**config.mk**
```make
export PLATFORM = sky130hd
export DESIGN_NAME = song_sample_player
export DESIGN_NICKNAME = d
export VERILOG_FILES = /design/src/rtl/song_sample_player.sv
export SDC_FILE = /design/constraint.sdc
export NUM_CORES = 1
export LEC_CHECK = 0
export CORE_MARGIN = 3
export CORE_UTILIZATION = 50
export DETAILED_ROUTE_END_ITERATION = 6
export PLACE_DENSITY = 0.75
export SYNTH_ARGS = -nofsm -noshare
export SYNTH_HDL_FRONTEND = slang
export SYNTH_SLANG_ARGS = --single-unit
export TNS_END_PERCENT = 100
```
**constraint.sdc**
```tcl
create_clock -name clk50Mghz -period 6 [get_ports clk50Mghz]
set_clock_uncertainty 0.05 [all_clocks]
set_input_delay 1.5 -clock clk50Mghz [delete_from_list [all_inputs] [get_ports clk50Mghz]]
set_output_delay 1.5 -clock clk50Mghz [all_outputs]
set_load 0.05 [all_outputs]
```
**src/rtl/song_sample_player.sv**
```systemverilog
// rtl/song_sample_player.sv - stored-song sample playback engine (optional volume shift: SONG_VOLUME_EN)
module song_sample_player #(
   parameter int ADDR_W  = 15,
   parameter int DATA_W  = 4,
   parameter int CLK_DIV = 3125
) (
   input  logic              clk50Mghz,
   input  logic              rst,
   input  logic              start,
   input  logic              stop,
   input  logic              pause,
   input  logic              loop_en,
   input  logic [ADDR_W-1:0] track_start,
   input  logic [ADDR_W-1:0] track_end,
`ifdef SONG_VOLUME_EN
   input  logic [1:0]        vol_shift,
`endif
   output logic [ADDR_W-1:0] rom_addr,
   input  logic [DATA_W-1:0] rom_data,
   output logic [DATA_W-1:0] sample,
   output logic              sample_stb,
   output logic              playing,
   output logic              done
);

   typedef enum logic [1:0] {
      S_IDLE  = 2'd0,
      S_PLAY  = 2'd1,
      S_PAUSE = 2'd2,
      S_DONE  = 2'd3
   } state_t;

   localparam logic [15:0] DIV_LAST = 16'(CLK_DIV - 1);

   state_t            state;
   logic [15:0]       div_cnt;
   logic [ADDR_W-1:0] start_l;
   logic [ADDR_W-1:0] end_l;
   logic              fin_pend;   // DONE entered; done pulses one cycle later
   logic [DATA_W-1:0] load_val;
   logic              tick;

   assign tick = (div_cnt == DIV_LAST);

   // value captured into sample on a tick, optionally attenuated
   always_comb begin
`ifdef SONG_VOLUME_EN
      load_val = rom_data >> vol_shift;
`else
      load_val = rom_data;
`endif
   end

   // playback control, divider, address stepping and registered outputs
   always_ff @(posedge clk50Mghz) begin
      if (rst) begin
         state      <= S_IDLE;
         rom_addr   <= '0;
         div_cnt    <= '0;
         sample     <= '0;
         sample_stb <= 1'b0;
         playing    <= 1'b0;
         done       <= 1'b0;
         fin_pend   <= 1'b0;
         start_l    <= '0;
         end_l      <= '0;
      end else begin
         sample_stb <= 1'b0;
         done       <= fin_pend;
         fin_pend   <= 1'b0;
         if (stop) begin
            state    <= S_IDLE;
            rom_addr <= '0;
            div_cnt  <= '0;
            sample   <= '0;
            playing  <= 1'b0;
            done     <= 1'b0;
         end else if (start) begin
            start_l  <= track_start;
            end_l    <= track_end;
            rom_addr <= track_start;
            div_cnt  <= '0;
            if (track_end < track_start) begin
               state    <= S_DONE;
               playing  <= 1'b0;
               fin_pend <= 1'b1;
            end else begin
               state   <= S_PLAY;
               playing <= 1'b1;
            end
         end else if (state == S_PLAY || state == S_PAUSE) begin
            if (pause) begin
               // everything frozen while paused
               state <= S_PAUSE;
            end else begin
               state <= S_PLAY;
               if (tick) begin
                  div_cnt    <= '0;
                  sample     <= load_val;
                  sample_stb <= 1'b1;
                  if (rom_addr != end_l) begin
                     rom_addr <= rom_addr + 1'b1;
                  end else if (loop_en) begin
                     rom_addr <= start_l;
                  end else begin
                     state    <= S_DONE;
                     playing  <= 1'b0;
                     fin_pend <= 1'b1;
                  end
               end else begin
                  div_cnt <= div_cnt + 16'd1;
               end
            end
         end
      end
   end

endmodule
```
[Word level (Yosys, flattened, before mapping)]
Index checks and enable logic that the tools add are counted.
Storage, ports and cells
  output and inout bits: 22
  memory bits (writable): 0
  memories kept: 0
  logic and storage cells: 65
  latch bits: 0
  bits in read-only memories: 0
  input bits: 40
  register bits after elaboration: 71
Operators by class
  shifts and indexed selects: 0
  reductions and logical operators: 12
  order comparisons: 1
  multiplexer cells: 29
  equal/unequal tests: 7
  $add $sub $neg: 2
  bitwise logic cells: 4
  divide/modulo/power cells: 0
  multipliers: 0
Operators by type and width (count)
  $mux 15: 6
  $add 16x1->16 const B: 1
  $eq 16x12->1 const B: 1
  $mux 16: 1
  $add 15x1->15 const B: 1
  $lt 15x15->1: 1
  $mux 1: 15
  $ne 15x15->1: 1
  $mux 2: 7
  $reduce_and 4->1: 2
  $ne 2x2->1 const B: 3
  $reduce_and 5->1: 1
  $reduce_or 5->1: 1
  $not 1->1: 4
  $reduce_and 2->1: 2
  $reduce_bool 2->1: 2
  $reduce_bool 3->1: 1
  $reduce_or 3->1: 1
  $eq 2x1->1 const B: 1
  $eq 2x2->1 const B: 1
  $reduce_or 2->1: 1
  $logic_or 1x1->1: 1

[Logic depth before layout (Yosys ltp)]
Gate-level depths: netlist of the first run.
  depth in word-level cells: 6
  depth in mapped cells: 9

[Worst setup path after synthesis of the first run]
OpenSTA, ideal clock, no wires.
  path type: input-to-reg
  from: in pause
  to: reg rom_addr[4]
  buffers on the path: 1
  cell stages on the path: 6
  library setup time: 0.117 ns
  setup slack: 3.272 ns
  arrival: 2.561 ns
  cells stage by stage: nor2_1 > a31oi_1 > a31oi_1 > buf_2 > o22ai_1 > a22o_1
On the way
  word-level cells in the longest chain between the ends: 2
Ends and longest elaborated chain
  from (decl): line 11  | input logic pause,
  $ne 2x2->1 (no line)
  $reduce_and 4->1 (no line)
  to (signal assigned): line 81  | rom_addr <= track_start;
  to (signal assigned): line 102  | rom_addr <= rom_addr + 1'b1;
  to (signal assigned): line 104  | rom_addr <= start_l;
  to (decl): line 18  | output logic [ADDR_W-1:0] rom_addr,
Every way passes these cells.
A chain may end at the register's enable or synchronous reset.

[Final worst setup path of the first run]
  from: in start
  to: reg start_l[11]
On the way
  word-level cells in the longest chain between the ends: 1
Ends and longest elaborated chain
  from (decl): line 9  | input logic start,
  $reduce_and 2->1 (no line)
  to (signal assigned): line 79  | start_l <= track_start;
  to (decl): line 37  | logic [ADDR_W-1:0] start_l;
Every way passes these cells.

==> summary.txt, run 1 <==
Yosys
  – Top cell type's share of synthesized area: 36.9%
  – Largest family of logic cells by synthesized area: simple AND/OR/NAND/NOR gates
  – Compound-Gate Fraction of Synth Area: 14.8%
  – Area share of and/or/nand/nor cells after synthesis: 24.5%
  – Number of synthesized register bits: 71
  – Top FF cell, synth: dfxtp_1
  – Synth warnings: 0
  – Post-Synth Adder-Cell Area: 6.04%
  – Post-Syn Instances: ~500
  – Distinct cells, synth: 47
  – Post-synth EDFFs: 0
  – Async set or reset register ratio after synthesis: 0%
  – Sequential element share of the synthesized area: 36.9%
  – Mux cell area share after synthesis: ~2.6%
  – Area contributors post-synth: dfxtp_1 37%, nand2_1 8.5%, a21oi_1 6.6%
  – Synthesized net count: 548
  – Synth area leader: dfxtp_1
  – Post-Synth XOR/XNOR Area: 9.77%
  – Netlist Area Pre-Place: between 3000 and 4000 sq um
  – Avg Inst Size Synth: 7.85 sq um

Worst setup path
  – Crit Path Max Fanout: 23
  – Nature of the critical path startpoint: input port
  – Critical path type: in2reg
  – Worst EP required: 6.22 ns
  – Data arrival, critical path: 3.69 ns
  – Worst Setup End Kind: flop

Clock tree
  – CTS tree: done
  – Number of post-CTS setup repair buffers: 0
  – CTS H-tree lvls: 3
  – Clk_lat worst skew: 0.35 ns
  – Clock root cell: clkbuf_8
  – Clock sinks: 71
  – CTS Buffer Depth: 2
  – CTS Hold Bufs: 0
  – Clock-pin slew on the worst setup and hold paths: 0.08 ns
  – CTS Buf Count: 9
  – Gates resized, CTS repair: 0

Timing
  – Final max-slew violation count: 0
  – Worst Setup Slack, final: 2.53 ns
  – Fin crit share: between 50% and 60%
  – RSZ-0062 raised after global routing: no
  – Final Hold Viols: 0
  – Tmin final: 3.47 ns
  – Finish-stage setup viols: 0
  – Worst Tran Pin Value: 1.18 ns
  – Relative slew slack: around a fifth
  – Setup TNS: 0 ns
  – Max Fclk: between 200 and 300 MHz

Floorplan
  – DIE WIDTH: 93.8 um
  – Row Count: 31
  – Initial core utilization: 52.3%
  – Die ar.: 8800 sq um
  – Die height: 93.8 um
  – Core box area: 7370 sq um
  – I/O pins: 62

Place
  – Port bufs: slightly above 60
  – Detail Placement HPWL: 7470 um
  – Dpl cells: 633
  – Pre-CTS setup slack: 2.20 ns
  – Final Wtd Congestion: roughly 0.85

Finish
  – Area growth from synthesis to layout: 21.8%
  – Nets: approximately 600
  – Share of cells above drive strength 1: 4.92%
  – Post-route insts no fill: 648
  – Number of diodes: 0

Run status
  – Status: completed

Route
  – TritonRoute pass-1 iters: 5
  – Via density: 5.65
  – Avg WL per Cell: ~16 um
  – First DRT Iteration DRCs: 251
  – DR vias: 3660
  – Routed Antenna Nets: 0
  – Remaining DRCs: 0
  – Detailed Route WL: 10300 um

Global route
  – Total GRT Usage: 24.1%
  – GRT overflow: 0
  – Antenna violations before repair: 0
  – Largest net degree at the start of global routing: 33
  – Number of global-route vias before repair: around 3500
  – First-pass GRT wire length: 16800 um

Pwr
  – Leakage: between 0.0015 and 0.002 uW
  – Peak supply drop: 0.133 mV
  – PwrDens: 219 nW/um^2

Flow run
  – Max Cap Viol: 0

Hold path
  – Class of the worst hold path: reg2reg
[metal layers]
metal  global-route usage (%)  share of wire [%]
met5                        0                  0
met4                     9.27                2.2
met3                     4.49                7.3
met2                     37.6                 47
met1                     33.0                 44
[worst paths after layout]
check                                  start     endpoint  slack, ns  cells past startpoint
worst max register to register  rom_addr[10]      playing       3.42                      6
worst min register to register    start_l[5]   start_l[5]       0.40                      2
worst max-delay path                   start  start_l[11]       2.53                      7
worst min-delay path              start_l[5]   start_l[5]       0.40                      2
[area by class of cell]
class	count	area (sq um)
multi-input cells	369	2230
well taps	99	124
clock inverters	4	22.5
flip-flops and latches	71	1420
clock buffers	11	141
inverters	27	101
fillers	660	2670
repair buffers	67	656
[kinds of logic after synthesis]
kind of cell	count (synthesis)
AO/OA/AOI/OAI	97
XOR/XNOR	43
adder cells (fa/ha/maj)	19
buffers and inverters	51
flip-flops	71
multiplexers	10
AND/OR/NAND/NOR	200
[flip-flops by register name, indices dropped and copies added (netlist names)]
name        count
div_cnt        16
end_l          15
rom_addr       15
start_l        15
sample          4
state           2
done            1
fin_pend        1
playing         1
sample_stb      1
[layout by cell type (no fill, tap or decap), types with 3 or more instances in the layout]
cell type / Yosys / layout
a211oi_1: 4 / 4
a21oi_1: 51 / 51
a31oi_1: 3 / 3
and3_1: 3 / 3
buf_4: 0 / 6
clkbuf_8: 0 / 10
clkdlybuf4s50_1: 0 / 61
clkinv_2: 0 / 3
dfxtp_1: 71 / 71
ha_1: 17 / 17
inv_1: 26 / 26
mux2i_1: 9 / 9
nand2_1: 87 / 87
nand2b_1: 8 / 8
nand3_1: 11 / 11
nand4_1: 11 / 11
nor2_1: 44 / 43
nor3_1: 12 / 12
nor4_1: 8 / 8
nor4bb_1: 3 / 3
o21ai_0: 17 / 17
o31a_1: 8 / 8
xnor2_1: 24 / 24
xor2_1: 19 / 19
[per-stage QoR]
step / area [sq um] / power, uW / util (%) / hold WS [ns]
6_report: 4700 / 1030 / 63.7 / 0.403
5_1_grt: 4700 / 1070 / 63.7 / 0.417
4_1_cts: 4700 / 1030 / 63.7 / 0.404
3_5_place_dp: 4530 / 704 / 61.5 / 0.393
3_3_place_gp: 4530 / 700 / 61.5 / 0.383
2_1_floorplan: 3850 / 630 / - / 0.356
[Yosys cell counts, types with 3 or more instances]
cell type and instances:
a211oi_1 4, a21oi_1 51, a31oi_1 3, and3_1 3
buf_2 6, clkbuf_1 16, dfxtp_1 71, ha_1 17
inv_1 26, mux2i_1 9, nand2_1 87, nand2b_1 8
nand3_1 11, nand4_1 11, nor2_1 44, nor3_1 12
nor4_1 8, nor4bb_1 3, o21ai_0 17, o31a_1 8
xnor2_1 24, xor2_1 19
[critical path, cell delays in order]
cell and delay [ns]:
clkdlybuf4s50_1 0.45, buf_4 0.27, clkinv_1 0.35, nor2_2 0.56
buf_4 0.34, nand2_1 0.08, a21oi_1 0.13
[power breakdown]
| part | internal (uW) | switching, uW |
|---|---|---|
| Combinational | 79.4 | 115 |
| Sequential | 486 | 16.3 |
| Clock | 157 | 175 |
Note: power is estimated with default switching activity, not from simulation.
==> run 2, diff against run 1 <==
- CORE_UTILIZATION: 50 -> 49
- PLACE_DENSITY: 0.75 -> 0.77
- clock period: 6 -> 2.9 ns (I/O delays scaled with it)
==> run 2 against run 1 <==
  * Clock-buffer cell count down 1
  * Core utilization up 1.7 points
  * Global-route usage up 1.7 points
  * Routed wire length up 7.9%
  * First-iteration DRC count up 12%
  * Total power up 140%
  * Critical endpoint is now rom_addr[3]
  * Sequential power up 110%
  * Critical path depth up 2
  * Sequential share of layout area down 1.1 points
  * Flip-flop and latch count unchanged
==> summary.txt, run 2 (synthesis results as in run 1) <==
Pwr
  – Sequential share of power: 42.4%
  – Leakage: 0.00184 uW
  – Int Power: 1780 uW
  – Clk pwr share: around two fifths
  – Switching power: about 670 uW
  – Sw Ratio: 27.4%
  – Comb power frac: 17.5%
  – PwrDens: between 500 and 600 nW/um^2
  – Peak supply drop: 0.284 mV

Timing
  – RSZ-0062 raised after global routing: no
  – Worst Tran Pin Value: 0.549 ns
  – Tmin final: 2.55 ns
  – Max Fclk: approximately 400 MHz
  – Fin crit share: 87.9%
  – Final Hold Viols: 0
  – Worst hold slack: approximately 0.40 ns
  – Setup TNS: 0 ns
  – Relative slew slack: 63.3%
  – Finish-stage setup viols: 0
  – Final max-slew violation count: 0
  – Worst Setup Slack, final: around 0.35 ns

Clock tree
  – Clock-pin slew on the worst setup and hold paths: 0.08 ns
  – CTS Buffer Depth: 2
  – Clock sinks: 71
  – Clock root cell: clkbuf_8
  – CTS Buf Count: 9
  – Clk_lat worst skew: 0.35 ns
  – CTS tree: done
  – Number of post-CTS setup repair buffers: 0
  – Gates resized, CTS repair: 0
  – CTS H-tree lvls: 3
  – CTS Hold Bufs: 0

Global route
  – Antenna violations before repair: 0
  – Largest net degree at the start of global routing: 31
  – Number of global-route vias before repair: ~3700
  – GRT overflow: 0
  – First-pass GRT wire length: 17900 um
  – Total GRT Usage: 25.8%

Floorplan
  – Die height: 94.7 um
  – DIE WIDTH: 94.7 um
  – I/O pins: 62
  – Core box area: about 7400 sq um
  – Die ar.: 8970 sq um
  – Initial core utilization: 51.8%
  – Row Count: 31

Worst setup path
  – Worst EP required: 3.10 ns
  – Worst Setup End Kind: flop
  – CP max-delay cell: nor4bb_1
  – Cell Chain, Critical Path: inv_1 -> ha_1 -> nor4bb_1 -> nor4bb_1 -> a31oi_1 -> a31oi_1 -> buf_4 -> o22ai_1 -> a22o_1
  – Nature of the critical path startpoint: flop
  – CP max stage delay: around 0.42 ns
  – Critical path type: reg2reg
  – R2R depth: 9
  – Crit Path Max Fanout: 13
  – Data arrival, critical path: 2.75 ns
  – Register-to-Register Setup Slack: 0.35 ns

Route
  – Met1 Wirelength: between 4000 and 5000 um
  – First DRT Iteration DRCs: 280
  – Detailed Route WL: 11100 um
  – Met3 Wirelength: 854 um
  – Max Used Layer: met4
  – Metal2 WL: roughly 5200 um
  – DR vias: 3773
  – Avg WL per Cell: 16.9 um
  – Remaining DRCs: 0
  – Via density: roughly 5.7
  – TritonRoute pass-1 iters: 5
  – Routed Antenna Nets: 0

Finish
  – Share of cells above drive strength 1: 6.63%
  – Largest register FFs: 16
  – Most common cell after layout, fill and taps aside: nand2_1
  – Nets: a little over 600
  – Number of diodes: 0
  – Cell area after layout: 4870 sq um
  – Biggest register: div_cnt
  – Most frequent cells in the layout: 87 x nand2_1, 71 x dfxtp_1, 61 x clkdlybuf4s50_1
  – Area growth from synthesis to layout: 26.3%

Hold path
  – Class of the worst hold path: reg2reg
  – Hold Path Stages: 2

Place
  – Port bufs: 61
  – Pre-CTS setup slack: 0.153 ns
  – Detail Placement HPWL: 7990 um
  – Placed cell areas: 4620 sq um
  – Final Wtd Congestion: 0.936

Run status
  – Status: completed

Flow run
  – Max Cap Viol: 0
[run 2: metrics by stage]
stage	power (uW)	cells	util [%]
after global routing	2540	657	65.4
after detailed placement	1480	642	62.1
after floorplan	1300	491	-
final	2450	657	65.4
after global placement	1470	642	62.1
after CTS	2450	657	65.4
[run 2: power groups by stage]
stage / Clock (uW) / Sequential (uW) / Combinational [uW]
floorplan: 0 / 1080 / 220
global placement: 0 / 1060 / 412
detailed placement: 0 / 1060 / 419
CTS: 994 / 1040 / 422
global route: 1040 / 1040 / 461
finish: 981 / 1040 / 429
[run 2: metal layers]
layer	up-vias	GRT usage (%)
met3	29	7.25
li1	1804	-
met2	152	41.7
met1	1788	32.6
met5	-	0
met4	0	9.74
[run 2: area by class of cell]
cell class / instances / area [sq um]
repair buffers: 76 / 748
clock buffers: 10 / 138
well taps: 99 / 124
inverters: 27 / 101
fillers: 652 / 2580
multi-input cells: 369 / 2230
clock inverters: 5 / 106
flip-flops and latches: 71 / 1420
[run 2: worst paths after layout]
path	from	end
max	div_cnt[0]	rom_addr[3]
min	start_l[5]	start_l[5]
max reg2reg	div_cnt[0]	rom_addr[3]
min reg2reg	start_l[5]	start_l[5]
[run 2: critical path: cells and delay by family, from the launching register on]
family	cells	cell delay [ns]
buffers and inverters	2	0.35
and+or+nand+nor	2	0.83
DFF	1	0.33
adders and majority gates	1	0.17
AOI/OAI and AO/OA	4	0.71
